===== config.mk =====
export PLATFORM = sky130hd
export DESIGN_NAME = arm_hazard_unit
export DESIGN_NICKNAME = d
export VERILOG_FILES = /design/src/rtl/arm_hazard_unit.sv
export SDC_FILE = /design/constraint.sdc
export NUM_CORES = 1
export LEC_CHECK = 0
export ABC_AREA = 1
export BUFFER_PORTS_ARGS = -buffer_cell sky130_fd_sc_hd__buf_2
export CAP_MARGIN = 20
export CORE_ASPECT_RATIO = 0.6
export CORE_UTILIZATION = 25
export CTS_BUF_LIST = sky130_fd_sc_hd__clkbuf_4 sky130_fd_sc_hd__clkbuf_8
export CTS_CLUSTER_DIAMETER = 100
export DETAILED_ROUTE_END_ITERATION = 8
export MAX_ROUTING_LAYER = met4
export SLEW_MARGIN = 25
export SYNTH_ARGS = -nofsm -noshare
export SYNTH_HDL_FRONTEND = slang
export SYNTH_SLANG_ARGS = --single-unit

===== constraint.sdc =====
create_clock -name clk -period 3.4 [get_ports clk]
set_input_delay 0.68 -clock clk [delete_from_list [all_inputs] [get_ports clk]]
set_output_delay 0.68 -clock clk [all_outputs]
set_load 0.005 [all_outputs]

===== src/rtl/arm_hazard_unit.sv =====
// Hazard/forwarding controller for a 5-stage ARM pipeline (F,D,E,M,W).
// Latency: all controls are combinational from the E/M/W tag registers and the D inputs.
// Backpressure: a load-use (or any RAW in stall-only mode) holds F/D and bubbles E; a pending PC write holds F.
//
// Ports:
//   clk, reset                  clock, asynchronous active-high reset
//   validD, RA1D/RA2D/RA3D      D-stage valid and source registers (Rn, Rm, Rs/Rd-store)
//   UseD                        per-source use bits {src3, src2, src1}
//   WA3D, RegWriteD, MemToRegD  D-stage destination, register write, load
//   PCSrcD                      D writes the PC
//   BranchTakenE                E-stage branch resolved taken
//   ForwardAE/BE/CE             00 regfile, 01 ResultW, 10 ALUOutM
//   StallF, StallD, FlushD, FlushE
//   StallCnt, FlushCnt          saturating counts of StallD / FlushE cycles
module arm_hazard_unit #(
    parameter int RA_W   = 4,
    parameter int PC_REG = 15,
    parameter bit FWD_EN = 1'b1,
    parameter int CNT_W  = 16
) (
    input  logic             clk,
    input  logic             reset,
    input  logic             validD,
    input  logic [RA_W-1:0]  RA1D,
    input  logic [RA_W-1:0]  RA2D,
    input  logic [RA_W-1:0]  RA3D,
    input  logic [2:0]       UseD,
    input  logic [RA_W-1:0]  WA3D,
    input  logic             RegWriteD,
    input  logic             MemToRegD,
    input  logic             PCSrcD,
    input  logic             BranchTakenE,
    output logic [1:0]       ForwardAE,
    output logic [1:0]       ForwardBE,
    output logic [1:0]       ForwardCE,
    output logic             StallF,
    output logic             StallD,
    output logic             FlushD,
    output logic             FlushE,
    output logic [CNT_W-1:0] StallCnt,
    output logic [CNT_W-1:0] FlushCnt
);

    localparam logic [RA_W-1:0] PC_IDX = RA_W'(PC_REG);

    // E needs its sources for forwarding. M keeps only what forwarding and PC
    // tracking read, and W only what forwarding reads; the load flag is not
    // needed past E because a load consumer can never reach E while the load is in M.
    typedef struct packed {
        logic            v;
        logic            rw;
        logic            m2r;
        logic            pcs;
        logic [RA_W-1:0] dst;
        logic [RA_W-1:0] src1;
        logic [RA_W-1:0] src2;
        logic [RA_W-1:0] src3;
        logic [2:0]      use_bits;
    } e_tag_t;

    typedef struct packed {
        logic            v;
        logic            rw;
        logic            pcs;
        logic [RA_W-1:0] dst;
    } m_tag_t;

    typedef struct packed {
        logic            v;
        logic            rw;
        logic [RA_W-1:0] dst;
    } w_tag_t;

    e_tag_t e_q, e_d;
    m_tag_t m_q, m_d;
    w_tag_t w_q, w_d;
    logic [CNT_W-1:0] stall_cnt_q, stall_cnt_d;
    logic [CNT_W-1:0] flush_cnt_q, flush_cnt_d;

    logic d_hit_e, d_hit_m, load_stall, pc_pend;
    logic hold_fetch, hold_dec, bubble_dec, bubble_ex;

    // The PC is never a RAW source, so writes to it never forward or stall.
    function automatic logic hit(input logic v, input logic rw, input logic [RA_W-1:0] dst,
                                 input logic [RA_W-1:0] s, input logic u);
        return v & rw & (dst == s) & (s != PC_IDX) & u;
    endfunction

    // M is the younger producer, so it wins over W on a double hit.
    function automatic logic [1:0] fwd_sel(input m_tag_t m, input w_tag_t w,
                                           input logic [RA_W-1:0] s, input logic u);
        logic [1:0] sel;
        sel = 2'b00;
        if (FWD_EN) begin
            if (hit(m.v, m.rw, m.dst, s, u))      sel = 2'b10;
            else if (hit(w.v, w.rw, w.dst, s, u)) sel = 2'b01;
        end
        return sel;
    endfunction

    always_comb begin
        d_hit_e = validD & (hit(e_q.v, e_q.rw, e_q.dst, RA1D, UseD[0]) |
                            hit(e_q.v, e_q.rw, e_q.dst, RA2D, UseD[1]) |
                            hit(e_q.v, e_q.rw, e_q.dst, RA3D, UseD[2]));
        d_hit_m = validD & (hit(m_q.v, m_q.rw, m_q.dst, RA1D, UseD[0]) |
                            hit(m_q.v, m_q.rw, m_q.dst, RA2D, UseD[1]) |
                            hit(m_q.v, m_q.rw, m_q.dst, RA3D, UseD[2]));

        // Without forwarding a consumer waits until its producer reaches W;
        // the regfile writes in the first half-cycle so W itself never stalls.
        load_stall = FWD_EN ? (e_q.m2r & d_hit_e) : (d_hit_e | d_hit_m);
        pc_pend    = (validD & PCSrcD) | e_q.pcs | m_q.pcs;

        // A taken branch redirects the PC and squashes D/E, overriding any hold.
        hold_dec   = load_stall & ~BranchTakenE;
        hold_fetch = (load_stall | pc_pend) & ~BranchTakenE;
        bubble_ex  = load_stall | BranchTakenE;
        // A held D register must not also be bubbled.
        bubble_dec = (pc_pend | BranchTakenE) & ~hold_dec;

        e_d = '0;
        if (validD && !bubble_ex) begin
            e_d.v        = 1'b1;
            e_d.rw       = RegWriteD;
            e_d.m2r      = MemToRegD;
            e_d.pcs      = PCSrcD;
            e_d.dst      = WA3D;
            e_d.src1     = RA1D;
            e_d.src2     = RA2D;
            e_d.src3     = RA3D;
            e_d.use_bits = UseD;
        end
        m_d = {e_q.v, e_q.rw, e_q.pcs, e_q.dst};
        w_d = {m_q.v, m_q.rw, m_q.dst};

        stall_cnt_d = stall_cnt_q;
        if (hold_dec && stall_cnt_q != '1) stall_cnt_d = stall_cnt_q + CNT_W'(1);
        flush_cnt_d = flush_cnt_q;
        if (bubble_ex && flush_cnt_q != '1) flush_cnt_d = flush_cnt_q + CNT_W'(1);
    end

    always_ff @(posedge clk or posedge reset) begin
        if (reset) begin
            e_q         <= '0;
            m_q         <= '0;
            w_q         <= '0;
            stall_cnt_q <= '0;
            flush_cnt_q <= '0;
        end else begin
            e_q         <= e_d;
            m_q         <= m_d;
            w_q         <= w_d;
            stall_cnt_q <= stall_cnt_d;
            flush_cnt_q <= flush_cnt_d;
        end
    end

    // Reset forces every control low in the same cycle, even though the D
    // inputs alone could otherwise still raise a PC hold or branch flush.
    assign ForwardAE = reset ? 2'b00 : fwd_sel(m_q, w_q, e_q.src1, e_q.use_bits[0]);
    assign ForwardBE = reset ? 2'b00 : fwd_sel(m_q, w_q, e_q.src2, e_q.use_bits[1]);
    assign ForwardCE = reset ? 2'b00 : fwd_sel(m_q, w_q, e_q.src3, e_q.use_bits[2]);
    assign StallF    = hold_fetch & ~reset;
    assign StallD    = hold_dec   & ~reset;
    assign FlushD    = bubble_dec & ~reset;
    assign FlushE    = bubble_ex  & ~reset;
    assign StallCnt  = stall_cnt_q;
    assign FlushCnt  = flush_cnt_q;

endmodule

# Yosys cells after proc, flatten, opt, wreduce, memory -nomap -nowiden
# Cells that the tools add are included.
[word_totals] regBits=68 out_inout_bits=42
[classes] add_sub_neg=2 eq_ne=17 mux=10 bitwise=50 n_reduce_logical=4
[op_table] operator="$and A1 B1 Y1" n=40
[op_table] operator="$eq A4 B4 Y1" n=9
[op_table] operator="$add A16 B1 Y16 const B" n=2
[op_table] operator="$ne A16 B16 Y1 const B" n=2
[op_table] operator="$ne A4 B4 Y1 const B" n=6
[op_table] operator="$mux W23" n=1
[op_table] operator="$mux W2" n=6
[op_table] operator="$or A1 B1 Y1" n=7
[op_table] operator="$logic_and A1 B1 Y1" n=3
[op_table] operator="$mux W1" n=3
[op_table] operator="$not A1 Y1" n=3
[op_table] operator="$logic_not A1 Y1" n=1

# Longest topological paths before layout
# Gate-level depths: netlist of the first run.
[depth] ltp_word=12 ltp_mapped=13 depth_no_buf=12

# Least setup slack after synthesis of the first run
# OpenSTA, ideal clock, no wires.
[synth_path] kind="input-to-output" from="input reset" to="output ForwardBE[0]" arrival_time_ns=2.900 t_required_ns=2.720 path_slack_ns=-0.180 cell_stages=6 cell_sequence="clkbuf_1 -> inv_1 -> o211ai_1 -> nor2_1 -> nand4_1 -> nor2_1"
[synth_between] elab_chain_cells=1
[synth_lines] element="start: declaration" line_no="22" rtl="input logic reset,"
[synth_lines] element="$mux W2" line_no="161" rtl="assign ForwardBE = reset ? 2'b00 : fwd_sel(m_q, w_q, e_q.src2, e_q.use_bits[1]);"
[synth_lines] element="end: declaration" line_no="34" rtl="output logic [1:0] ForwardBE,"
# No other way between the ends.

# Worst setup path in the final report of the first run
[layout_path] from="register e_q[17] (netlist name)" to="output FlushE"
[layout_between] elab_chain_cells=10 word_cells_on_any_way=18 classes_between="3 x eq/ne; 15 x bitwise"
[layout_lines] element="start: declaration" line_no="74" rtl="e_tag_t e_q, e_d;"
[layout_lines] element="start signal: assignment" line_no="144" rtl="e_q <= '0;"
[layout_lines] element="start signal: assignment" line_no="150" rtl="e_q <= e_d;"
[layout_lines] element="$eq A4 B4 Y1" line_no="86" rtl="return v & rw & (dst == s) & (s != PC_IDX) & u;"
[layout_lines] element="$and A1 B1 Y1 (3 in series)" line_no="86"
[layout_lines] element="$or A1 B1 Y1" line_no="102" rtl="d_hit_e = validD & (hit(e_q.v, e_q.rw, e_q.dst, RA1D, UseD[0]) |"
[layout_lines] element="$or A1 B1 Y1 (*)" line_no="103" rtl="hit(e_q.v, e_q.rw, e_q.dst, RA2D, UseD[1]) |"
[layout_lines] element="$and A1 B1 Y1 (*)" line_no="102"
[layout_lines] element="$and A1 B1 Y1 (*)" line_no="111" rtl="load_stall = FWD_EN ? (e_q.m2r & d_hit_e) : (d_hit_e | d_hit_m);"
[layout_lines] element="$or A1 B1 Y1 (*)" line_no="117" rtl="bubble_ex = load_stall | BranchTakenE;"
[layout_lines] element="$and A1 B1 Y1 (*)" line_no="166" rtl="assign FlushE = bubble_ex & ~reset;"
[layout_lines] element="end: declaration" line_no="39" rtl="output logic FlushE,"
# Mark *: on every way between the ends. The rest lies on a longest branch, timed or not.

==> impl_results.md, run 1 <==
- DRC violations left: 0
- Hpwl dp: about 7400 µm
- Min Tclk post-route: 2.75 ns
- Final Hold Fails: 0
- Share of the yosys chip area belonging to registers: 44.8%
- Sw frac: roughly 28%
- Hold slack: 0.369 ns
- Max stage delay on crit path: 0.46 ns
- Outcome: finished clean
- Synth Instances: roughly 460
- Synth Area per Inst: 8.23 µm²
- Peak supply drop: roughly 0.00014 V
- Hold WC Path Type: flop to flop
- Initial DRC Count: 144
- Max Freq: 363 MHz
- Worst Setup Path Type: flop to primary output
- CTS Buffer Depth: 2
- Flop pwr share: 47.8%
- Final WL: 9490 µm
- Top cells by area, synth: dfrtp_1 45%, nand2_1 10%, inv_1 6.7%, nand3_1 5.8%, xnor2_1 4.1%
- Critical Path RT: 2.72 ns
- Post-Place Setup Slack: between 0.7 and 0.8 ns
- Initial antenna violation count: 0
- RSZ-0062 raised after global routing: no
- P_leak: 0.00233 µW
- Yosys reg bits: 68
- Vias in the first global route: 3026
- Avg WL per Cell: 12.9 µm
- Area Overhead vs Synth: 20.0%
- Most used cell, CP: nand2_1
- Slew HR: 65.9%
- CP startpoint: e_q[17]$_DFF_PP0_
- Total negative slack: 0 ns
- Clock share of power: 40.6%
- Critical-path maximum fanout: 15
- Clock slew at reported path FFs: 0.09 ns
- Num rows: 34
- Warnings, synthesis: 0
- Distinct cell type count after synthesis: 36
- Die width: 161 µm
- Cell Chain, Critical Path: inv_1 -> nand2_1 -> o21ai_1 -> a21oi_1 -> nand2_1 -> nand3_4 -> nand2_2 -> nand2_4 -> inv_4 -> nor2_1 -> buf_2
- Area of the mapped netlist: ~3800 µm²
- Share of cells above drive strength 1: roughly a quarter
- Global-route wire length before repair: 16100 µm
- Syn Nets: 490
- PD cells: 418 nW/µm²
- Design area: 4560 µm²
- Fin Clk Skew: 0.0151 ns
- Number of port buffers: 67
- CTS Root Cell: clkbuf_8
- Routability congestion estimate: 0.858
- Vias: 3156
- CP arrival: 2.07 ns
- Setup crit end kind: primary output
- Post-CTS sizing: 0
- Slowest CP cell: dfrtp_1
- DRT antenna net count: 0
- Combinational power share: ~12%
- # diodes: 0
- Pwr Total: 1910 µW
- GRT busiest layer: met1
- Core Region: 14700 µm²
- Setup violators final: 0
- Sink Count: 68
- Fillers: 1601
- Final nets: about 560
- Max-Cap Viols: 0
- Multi-input gate area: about 1700 µm²
- Post-synth top area share: 44.8%
- CTS Buf Count: 9
- Die Area: 15700 µm²
- Cell accounting for the most synthesized area: dfrtp_1
- H-tree lvl count: 3
- Crit Reg-Reg Startpoint: FlushCnt[0]$_DFFE_PP0P_
- CTS Hold Buffers Added: 0
- Ports: between 60 and 70
- Final Cycle Share: 81.0%
- Worst slew pin tran: 0.511 ns
- Psw: 527 µW
- Max-slew violation count: 0
- Placement Cell Area: approximately 4300 µm²
- Storage element area: 1700 µm²
- Global Route Usage Sum: approximately 14%
- Die Ht: 97.5 µm
- Met1 usage: a little over a fifth
- Commonest cells after routing, fill and taps aside: 103 x nand2_1, 68 x dfrtp_1, 67 x inv_1, 67 x buf_2, 44 x nand3_1
- Most common cell after layout, fill and taps aside: nand2_1
- First drt pass iteration count: 4
- Worst setup SP type: flop
- Routing usage on met3: around 3.3%
- Final WS setup: 0.647 ns
- Pint: 1380 µW
- Post-CTS Setup Bufs: 0
- Worst-Skew Late Latency: between 0.3 and 0.4 ns
- DR vias/cell: 4.28
- CTS tree: yes
- Met2 Usage GRT: 16.2%
- Worst Hold Launch: m_q[6]$_DFF_PP0_
- Initial Util: around a quarter
- Gr ovfl total: 0
- Largest net degree at the start of global routing: 36
==> final cells by class <==
class,instances,area share [%]
Clock buffer,10,3.02
Clock inverter,6,2.08
Inverter,73,6.14
Multi-Input combinational cell,312,38.2
Sequential cell,68,37.3
Tap cell,198,5.43
Timing Repair Buffer,70,7.84
==> worst max-delay path: cells and delay by family (launching register included) <==
family | cells | cell delay, ns
buffers and inverters | 3 | 0.32
AO/OA/AOI/OAI | 2 | 0.19
flip-flops | 1 | 0.46
AND/OR/NAND/NOR | 6 | 0.75
==> Yosys cell counts <==
| cell type | n |
|---|---|
| a2111oi_0 | 2 |
| a211oi_1 | 1 |
| a21oi_1 | 7 |
| a221oi_1 | 1 |
| and3_1 | 2 |
| buf_4 | 1 |
| buf_6 | 6 |
| clkbuf_1 | 2 |
| dfrtp_1 | 68 |
| ha_1 | 2 |
| inv_1 | 68 |
| inv_2 | 4 |
| inv_4 | 1 |
| nand2_1 | 103 |
| nand2_2 | 3 |
| nand2_4 | 2 |
| nand3_1 | 44 |
| nand3_2 | 4 |
| nand3_4 | 1 |
| nand3b_1 | 2 |
| nand4_1 | 10 |
| nand4_4 | 1 |
| nor2_1 | 31 |
| nor2_2 | 20 |
| nor2_4 | 1 |
| nor3_1 | 11 |
| nor3_2 | 3 |
| nor4_1 | 3 |
| o211ai_1 | 2 |
| o21ai_0 | 1 |
| o21ai_1 | 2 |
| o21ai_2 | 4 |
| o21bai_1 | 12 |
| o22ai_1 | 2 |
| xnor2_1 | 18 |
| xor2_1 | 17 |
==> metal layers <==
| layer | vias to the layer above | share of wire, % |
|---|---|---|
| met5 | - | 0 |
| met4 | 0 | 0.73 |
| met2 | 83 | 36 |
| met1 | 1458 | 59 |
| li1 | 1607 | - |
| met3 | 8 | 4.8 |
==> power groups by stage <==
| stage | logic, µW | registers [µW] | clock network (µW) |
|---|---|---|---|
| detailed placement | 225 | 927 | 0 |
| floorplan | 146 | 911 | 0 |
| CTS | 226 | 911 | 804 |
| global route | 252 | 920 | 841 |
| finish | 221 | 911 | 776 |
| global placement | 223 | 926 | 0 |
==> worst paths after layout <==
kind	cells after the start	slack [ns]	to
setup / recovery	11	0.65	FlushE
hold / removal	0	0.37	w_q[5]$_DFF_PP0_
setup reg to reg	8	1.33	FlushCnt[6]$_DFFE_PP0P_
hold reg to reg	0	0.37	w_q[5]$_DFF_PP0_
max in group asynchronous	3	2.44	FlushCnt[15]$_DFFE_PP0P_
min in group asynchronous	3	0.59	m_q[5]$_DFF_PP0_
==> cell families after synthesis <==
kind of cell / share of synthesized area, %
xor gates and xnor gates: 8.06
AOI/OAI and AO/OA: 6.22
adders and majority gates: 0.658
DFF: 44.8
and+or+nand+nor: 30.9
buffers and inverters: 9.44
==> flip-flops by register name, summed over array words and instances, names as in the netlist <==
name	cells
StallCnt	16
w_q	6
FlushCnt	16
m_q	7
e_q	23
==> through the flow <==
stage               util, %  instances
floorplan                 -        462
global placement       29.5        721
detailed placement     29.5        721
CTS                    31.1        737
global route           31.1        737
finish                 31.1        737
Power figures use the tool's default switching activity.
==> run 2: changes to the inputs <==
==> constraint.sdc (replaced) <==
create_clock -name clk -period 2.8 [get_ports clk]
set_input_delay 0.56 -clock clk [delete_from_list [all_inputs] [get_ports clk]]
set_output_delay 0.56 -clock clk [all_outputs]
set_load 0.005 [all_outputs]
==> run 2 against run 1 <==
Net effect:
- hold slack lost 0.0022 ns
- clock skew shrank 0.0022 ns
- setup slack lost 0.32 ns
- design area shrank 0.66%
- count of clock-buffer cells in the layout is the same
- die area is the same
- non-clock buffer count grew 1
- via count grew 0.95%
- global-route usage shrank 0.11 points
- total power grew 15%
- critical path type unchanged
- critical endpoint unchanged
- largest cell class unchanged
- largest power group unchanged
==> impl_results.md, run 2 (synthesis gave the netlist of run 1 again) <==
- Outcome: finished clean
- Final WL: 9510 µm (+0.21%)
- Setup violators final: 0 (unchanged)
- Initial antenna violation count: 0 (unchanged)
- Largest net degree at the start of global routing: 36 (unchanged)
- Area Overhead vs Synth: 19.2%
- CTS tree: yes
- Post-Place Setup Slack: 0.466 ns (-0.239 ns)
- CTS Buffer Depth: 2 (unchanged)
- CTS Buf Count: 9 (unchanged)
- Gr ovfl total: 0 (unchanged)
- Post-CTS sizing: 0 (unchanged)
- Die width: 161 µm (unchanged)
- Routability congestion estimate: 0.826 (-3.7%)
- DRC violations left: 0 (unchanged)
- DR vias/cell: 4.32 (+0.81%)
- # diodes: 0 (unchanged)
- CTS Root Cell: clkbuf_8
- Core Region: 14700 µm² (unchanged)
- Cell Chain, Critical Path: inv_1 -> nand2_1 -> o21ai_1 -> a21oi_1 -> nand2_1 -> nand3_4 -> nand2_2 -> nand2_4 -> inv_4 -> nor2_1 -> buf_2
- Max Freq: 404 MHz
- Fillers: 1593 (-0.50%)
- CTS Hold Buffers Added: 0 (unchanged)
- Hold WC Path Type: flop to flop
- Setup crit end kind: primary output
- H-tree lvl count: 3 (unchanged)
- Slew HR: 64.8% (-1.1 points)
- Most common cell after layout, fill and taps aside: nand2_1
- Num rows: 34 (unchanged)
- First drt pass iteration count: 4 (unchanged)
- Vias in the first global route: 3033 (+0.23%)
- Fin Clk Skew: 0.0129 ns (-0.00217 ns)
- Ports: 68 (unchanged)
- DRT antenna net count: 0 (unchanged)
- Peak supply drop: 0.000195 V (+38%)
- Most used cell, CP: nand2_1
- Vias: 3186 (+0.95%)
- Min Tclk post-route: 2.47 ns
- Initial DRC Count: 164 (+14%)
- PD cells: 482 nW/µm² (+15%)
- Initial Util: 25.9% (unchanged)
- Max-Cap Viols: 0 (unchanged)
- Finished Core Util: 30.9% (-0.20 points)
- Worst-Skew Late Latency: 0.35 ns (about the same)
- Critical-path maximum fanout: 7 (-8)
- Worst setup SP type: flop
- Max-slew violation count: 0 (unchanged)
- Commonest cells after routing, fill and taps aside: 103 x nand2_1, 68 x dfrtp_1, 67 x inv_1, 67 x buf_2, 44 x nand3_1
- Total negative slack: 0 ns (unchanged)
- P_leak: 0.00231 µW (-0.69%)
- Final Hold Fails: 0 (unchanged)
- Top reg by flops: e_q
- Reg2reg setup slack: 0.71 ns (-0.62 ns)
- Global Route Usage Sum: 13.4% (-0.11 points)
- Inst Count DP: 722 (+0.14%)
- Critical Path RT: 2.24 ns (-0.48 ns)
- Slowest CP cell: dfrtp_1
- Final Cycle Share: 88.4%
- Number of port buffers: 67 (unchanged)
- Die Area: 15700 µm² (unchanged)
- Worst Setup Path Type: flop to primary output
- CP arrival: 1.91 ns (-0.16 ns)
- Global-route wire length before repair: 16000 µm (-0.64%)
- Worst slew pin tran: 0.524 ns (+0.0125 ns)
- Sink Count: 68 (unchanged)
- Avg WL per Cell: 12.9 µm (about the same)
- Post-CTS Setup Bufs: 0 (unchanged)
- Max stage delay on crit path: 0.46 ns (about the same)
- Final WS setup: 0.325 ns (-0.322 ns)
- Die Ht: 97.5 µm (unchanged)
- Share of cells above drive strength 1: 24.4% (+0.14 points)
- RSZ-0062 raised after global routing: no
- Final Non-Filler Cells: 738 (+0.14%)
- Pwr Total: 2190 µW (+15%)
- Final nets: 563 (+0.18%)
- Hpwl dp: 7460 µm (+1.0%)
- Max FFs per register: 23 (unchanged)
- Clock slew at reported path FFs: 0.08 ns (about the same)
[run 2: cell count changes in the layout (fill, tap and decap cells not counted), sizes merged]
| cell | before | now |
|---|---|---|
| bufinv | 2 | 1 |
| buf | 70 | 71 |
| clkinvlp | 1 | 3 |
| clkinv | 3 | 2 |
[run 2: path summary, 6_finish.rpt]
kind	from	end	cells after the start
max	e_q[17]$_DFF_PP0_	FlushE	11
min	e_q[21]$_DFF_PP0_	m_q[5]$_DFF_PP0_	0
max reg2reg	e_q[17]$_DFF_PP0_	FlushCnt[2]$_DFFE_PP0P_	12
min reg2reg	e_q[21]$_DFF_PP0_	m_q[5]$_DFF_PP0_	0
max in group asynchronous	reset	FlushCnt[5]$_DFFE_PP0P_	3
min in group asynchronous	reset	m_q[5]$_DFF_PP0_	3
[run 2: critical path, delay by kind of cell (launching register included)]
family                 cells  cell delay (ns)
buffers and inverters      3             0.28
and+or+nand+nor            6             0.64
AOI/OAI and AO/OA          2             0.19
DFF                        1             0.46
[run 2: cell type report]
cell class / instances / area (µm²) / share of cell area [%]
clock buffer: 10 / 131 / 2.90
clock inverter: 6 / 63.8 / 1.41
inverter: 73 / 280 / 6.18
multi-input combinational: 312 / 1740 / 38.4
sequential: 68 / 1700 / 37.5
tap: 198 / 248 / 5.47
timing repair buffer: 71 / 365 / 8.06
[run 2: metal layers]
| layer | share of wire [%] | GRT usage [%] | vias to the layer above | wire, µm |
|---|---|---|---|---|
| met5 | 0 | - | - | 0 |
| li1 | - | - | 1608 | - |
| met3 | 5.5 | 3.12 | 9 | 523 |
| met2 | 37 | 16.5 | 76 | 3530 |
| met4 | 0.96 | 3.70 | 0 | 91 |
| met1 | 56 | 20.9 | 1493 | 5370 |
[run 2: report_power, final]
group	internal (µW)	switching (µW)
clock network	421	387
logic	112	158
registers	1030	75.8
[run 2: per-stage QoR]
stage	hold WS, ns	cell area [µm²]
finish	0.367	4530
global route	0.392	4530
CTS	0.377	4530
detailed placement	0.364	4340
global placement	0.358	4340
floorplan	0.354	3810
==> run 3: changes to the inputs <==
--- a/config.mk
+++ b/config.mk
@@ -8,7 +8,7 @@
 export ABC_AREA = 1
 export BUFFER_PORTS_ARGS = -buffer_cell sky130_fd_sc_hd__buf_2
 export CAP_MARGIN = 20
-export CORE_ASPECT_RATIO = 0.6
+export CORE_ASPECT_RATIO = 0.5
 export CORE_UTILIZATION = 25
 export CTS_BUF_LIST = sky130_fd_sc_hd__clkbuf_4 sky130_fd_sc_hd__clkbuf_8
 export CTS_CLUSTER_DIAMETER = 100
==> run 3 against run 2 <==
Net effect:
- maximum frequency hardly changed
- combinational power decreased by 4%
- hold slack lost 0.12 ns
- first-iteration DRC count decreased by 24%
- sequential share of layout area decreased by 0.40 points
- design area grew 1.1%
- non-clock buffer count is 2 lower
- register-to-register slack improved by 0.12 ns
- count of clock-buffer cells in the layout increased by 1
- largest power group unchanged
- sequential cell count stayed put
- sequential power hardly changed
==> impl_results.md, run 3 (synthesis gave the netlist of run 1 again) <==
- Post-CTS sizing: 0 (unchanged)
- CTS Root Cell: clkbuf_8
- Worst-Skew Late Latency: 0.34 ns (about the same)
- Final nets: 561 (-0.36%)
- Vias: 3145 (-1.3%)
- CTS Buffer Depth: 2 (unchanged)
- Area Overhead vs Synth: 20.5%
- Commonest cells after routing, fill and taps aside: 103 x nand2_1, 68 x dfrtp_1, 67 x inv_1, 67 x buf_2, 44 x nand3_1
- H-tree lvl count: 3 (unchanged)
- Initial DRC Count: 125 (-24%)
- Final Hold Fails: 0 (unchanged)
- Worst slew pin tran: 0.759 ns (+0.235 ns)
- Sw frac: 25.0% (-3.4 points)
- CTS Hold Buffers Added: 0 (unchanged)
- Routability congestion estimate: 0.886 (+7.3%)
- Max-Cap Viols: 0 (unchanged)
- Outcome: finished clean
- Most common cell after layout, fill and taps aside: nand2_1
- Hold slack: 0.249 ns (-0.118 ns)
- Worst Setup Path Type: flop to primary output
- Crit Reg-Reg Startpoint: StallCnt[0]$_DFFE_PP0P_
- Reg-to-Reg End: StallCnt[4]$_DFFE_PP0P_
- Min Tclk post-route: 2.47 ns (-0.00131 ns)
- Vias in the first global route: 2937 (-3.2%)
- CP Capture Point: FlushE
- Share of cells above drive strength 1: 24.2% (-0.28 points)
- Die Area: 15700 µm² (about the same)
- Setup crit end kind: primary output
- Avg WL per Cell: 11.9 µm (-7.6%)
- Number of port buffers: 67 (unchanged)
- DRT antenna net count: 0 (unchanged)
- Final WL: 8770 µm (-7.8%)
- PD cells: 520 nW/µm² (+7.7%)
- Flop pwr share: 46.4% (-4.3 points)
- Top reg by flops: e_q
- Pint: 1790 µW (+14%)
- Largest net degree at the start of global routing: 61 (+69%)
- CTS Buf Count: 9 (unchanged)
- Die width: 176 µm (+9.4%)
- Setup violators final: 0 (unchanged)
- CP startpoint: e_q[17]$_DFF_PP0_
- Max-slew violation count: 0 (unchanged)
- Slew HR: 49.4% (-15 points)
- Fin Clk Skew: 0.00889 ns (-0.00403 ns)
- Peak supply drop: 0.000268 V (+38%)
- Global-route wire length before repair: 14300 µm (-10%)
- Max FFs per register: 23 (unchanged)
- P_leak: 0.00234 µW (+1.0%)
- Global Route Usage Sum: 11.9% (-1.5 points)
- Num rows: 31 (-8.8%)
- Pwr Total: 2380 µW (+8.9%)
- Psw: 595 µW (-4.2%)
- Final Cycle Share: 88.3% (about the same)
- Hold WC Path Type: primary input to async pin
- Combinational power share: 10.8% (-1.5 points)
- CTS tree: yes
- CP arrival: 1.91 ns (about the same)
- DRC violations left: 0 (unchanged)
- Core Region: 14700 µm² (-0.10%)
- Ports: 68 (unchanged)
- Clock share of power: 42.8% (+5.8 points)
- Clock slew at reported path FFs: 0.07 ns (about the same)
- Max Freq: 404 MHz (about the same)
- Total negative slack: 0 ns (unchanged)
- Post-CTS Setup Bufs: 0 (unchanged)
- Placement Cell Area: 4320 µm² (-0.35%)
- Critical-path maximum fanout: 15 (+8)
- DR vias/cell: 4.27 (-1.0%)
- Initial Util: 25.9% (+0.027 points)
- Hpwl dp: 6710 µm (-10%)
- Reg2reg setup slack: 0.83 ns (+0.12 ns)
- Sink Count: 68 (unchanged)
- R2R cell count: 10 (-2)
- Gr ovfl total: 0 (unchanged)
- Die Ht: 89.2 µm (-8.5%)
- Initial antenna violation count: 0 (unchanged)
- Critical Path RT: 2.24 ns (about the same)
- First drt pass iteration count: 4 (unchanged)
- RSZ-0062 raised after global routing: no
- Design area: 4580 µm² (+1.1%)
- Worst setup SP type: flop
- # diodes: 0 (unchanged)
[run 3: cell types whose count changed in the layout (fill, tap and decap cells not counted), sizes merged]
cell	change
buf	-2
bufinv	+2
clkbuf	+1
clkinvlp	-2
inv	-1
[run 3: final cells by class]
| type | count | area, µm² |
|---|---|---|
| Timing Repair Buffer | 69 | 350 |
| Clock inverter | 5 | 108 |
| Multi-Input combinational cell | 312 | 1740 |
| Tap cell | 198 | 248 |
| Fill cell | 1556 | 10100 |
| Sequential cell | 68 | 1700 |
| Inverter | 73 | 280 |
| Clock buffer | 11 | 151 |
[run 3: worst min path at each step]
| stage | endpoint | slack, ns | cells after the start |
|---|---|---|---|
| after global routing | StallCnt[3]$_DFFE_PP0P_ | 0.26 | 2 |
| after detailed placement | m_q[6]$_DFF_PP0_ | 0.36 | 0 |
| after global placement | w_q[4]$_DFF_PP0_ | 0.36 | 0 |
| after CTS | StallCnt[3]$_DFFE_PP0P_ | 0.24 | 2 |
| final | StallCnt[3]$_DFFE_PP0P_ | 0.25 | 2 |
| after floorplan | m_q[5]$_DFF_PP0_ | 0.35 | 0 |
[run 3: power by group through the flow]
stage | clock [µW] | combinational (µW) | sequential [µW]
6_report | 1020 | 258 | 1100
5_1_grt | 1090 | 301 | 1110
4_1_cts | 1050 | 263 | 1110
3_5_place_dp | 0 | 261 | 1120
3_3_place_gp | 0 | 258 | 1120
2_1_floorplan | 0 | 177 | 1110
[run 3: worst max-delay path, stage by stage (launching register included)]
cell and delay (ns):
dfrtp_1 0.46, inv_1 0.09, nand2_1 0.07, o21ai_1 0.06, a21oi_1 0.11, nand2_1 0.11, nand3_4 0.17, nand2_2 0.08
nand2_4 0.17, inv_4 0.05, nor2_1 0.08, buf_2 0.11
[run 3: metrics by stage]
step | std cells | setup WS [ns] | util, %
2_1_floorplan | 462 | 0.00820 | -
3_3_place_gp | 720 | 0.518 | 29.5
3_5_place_dp | 720 | 0.498 | 29.5
4_1_cts | 736 | 0.306 | 31.2
5_1_grt | 736 | 0.130 | 31.2
6_report | 736 | 0.327 | 31.2
[run 3: layer usage]
layer	part of all wire, %	global-route usage, %	routed length [µm]	vias to the layer above
met3	3.5	3.10	309	9
met4	1.1	3.21	96	0
li1	-	-	-	1609
met5	0	-	0	-
met1	48	14.8	4210	1485
met2	47	19.3	4150	42
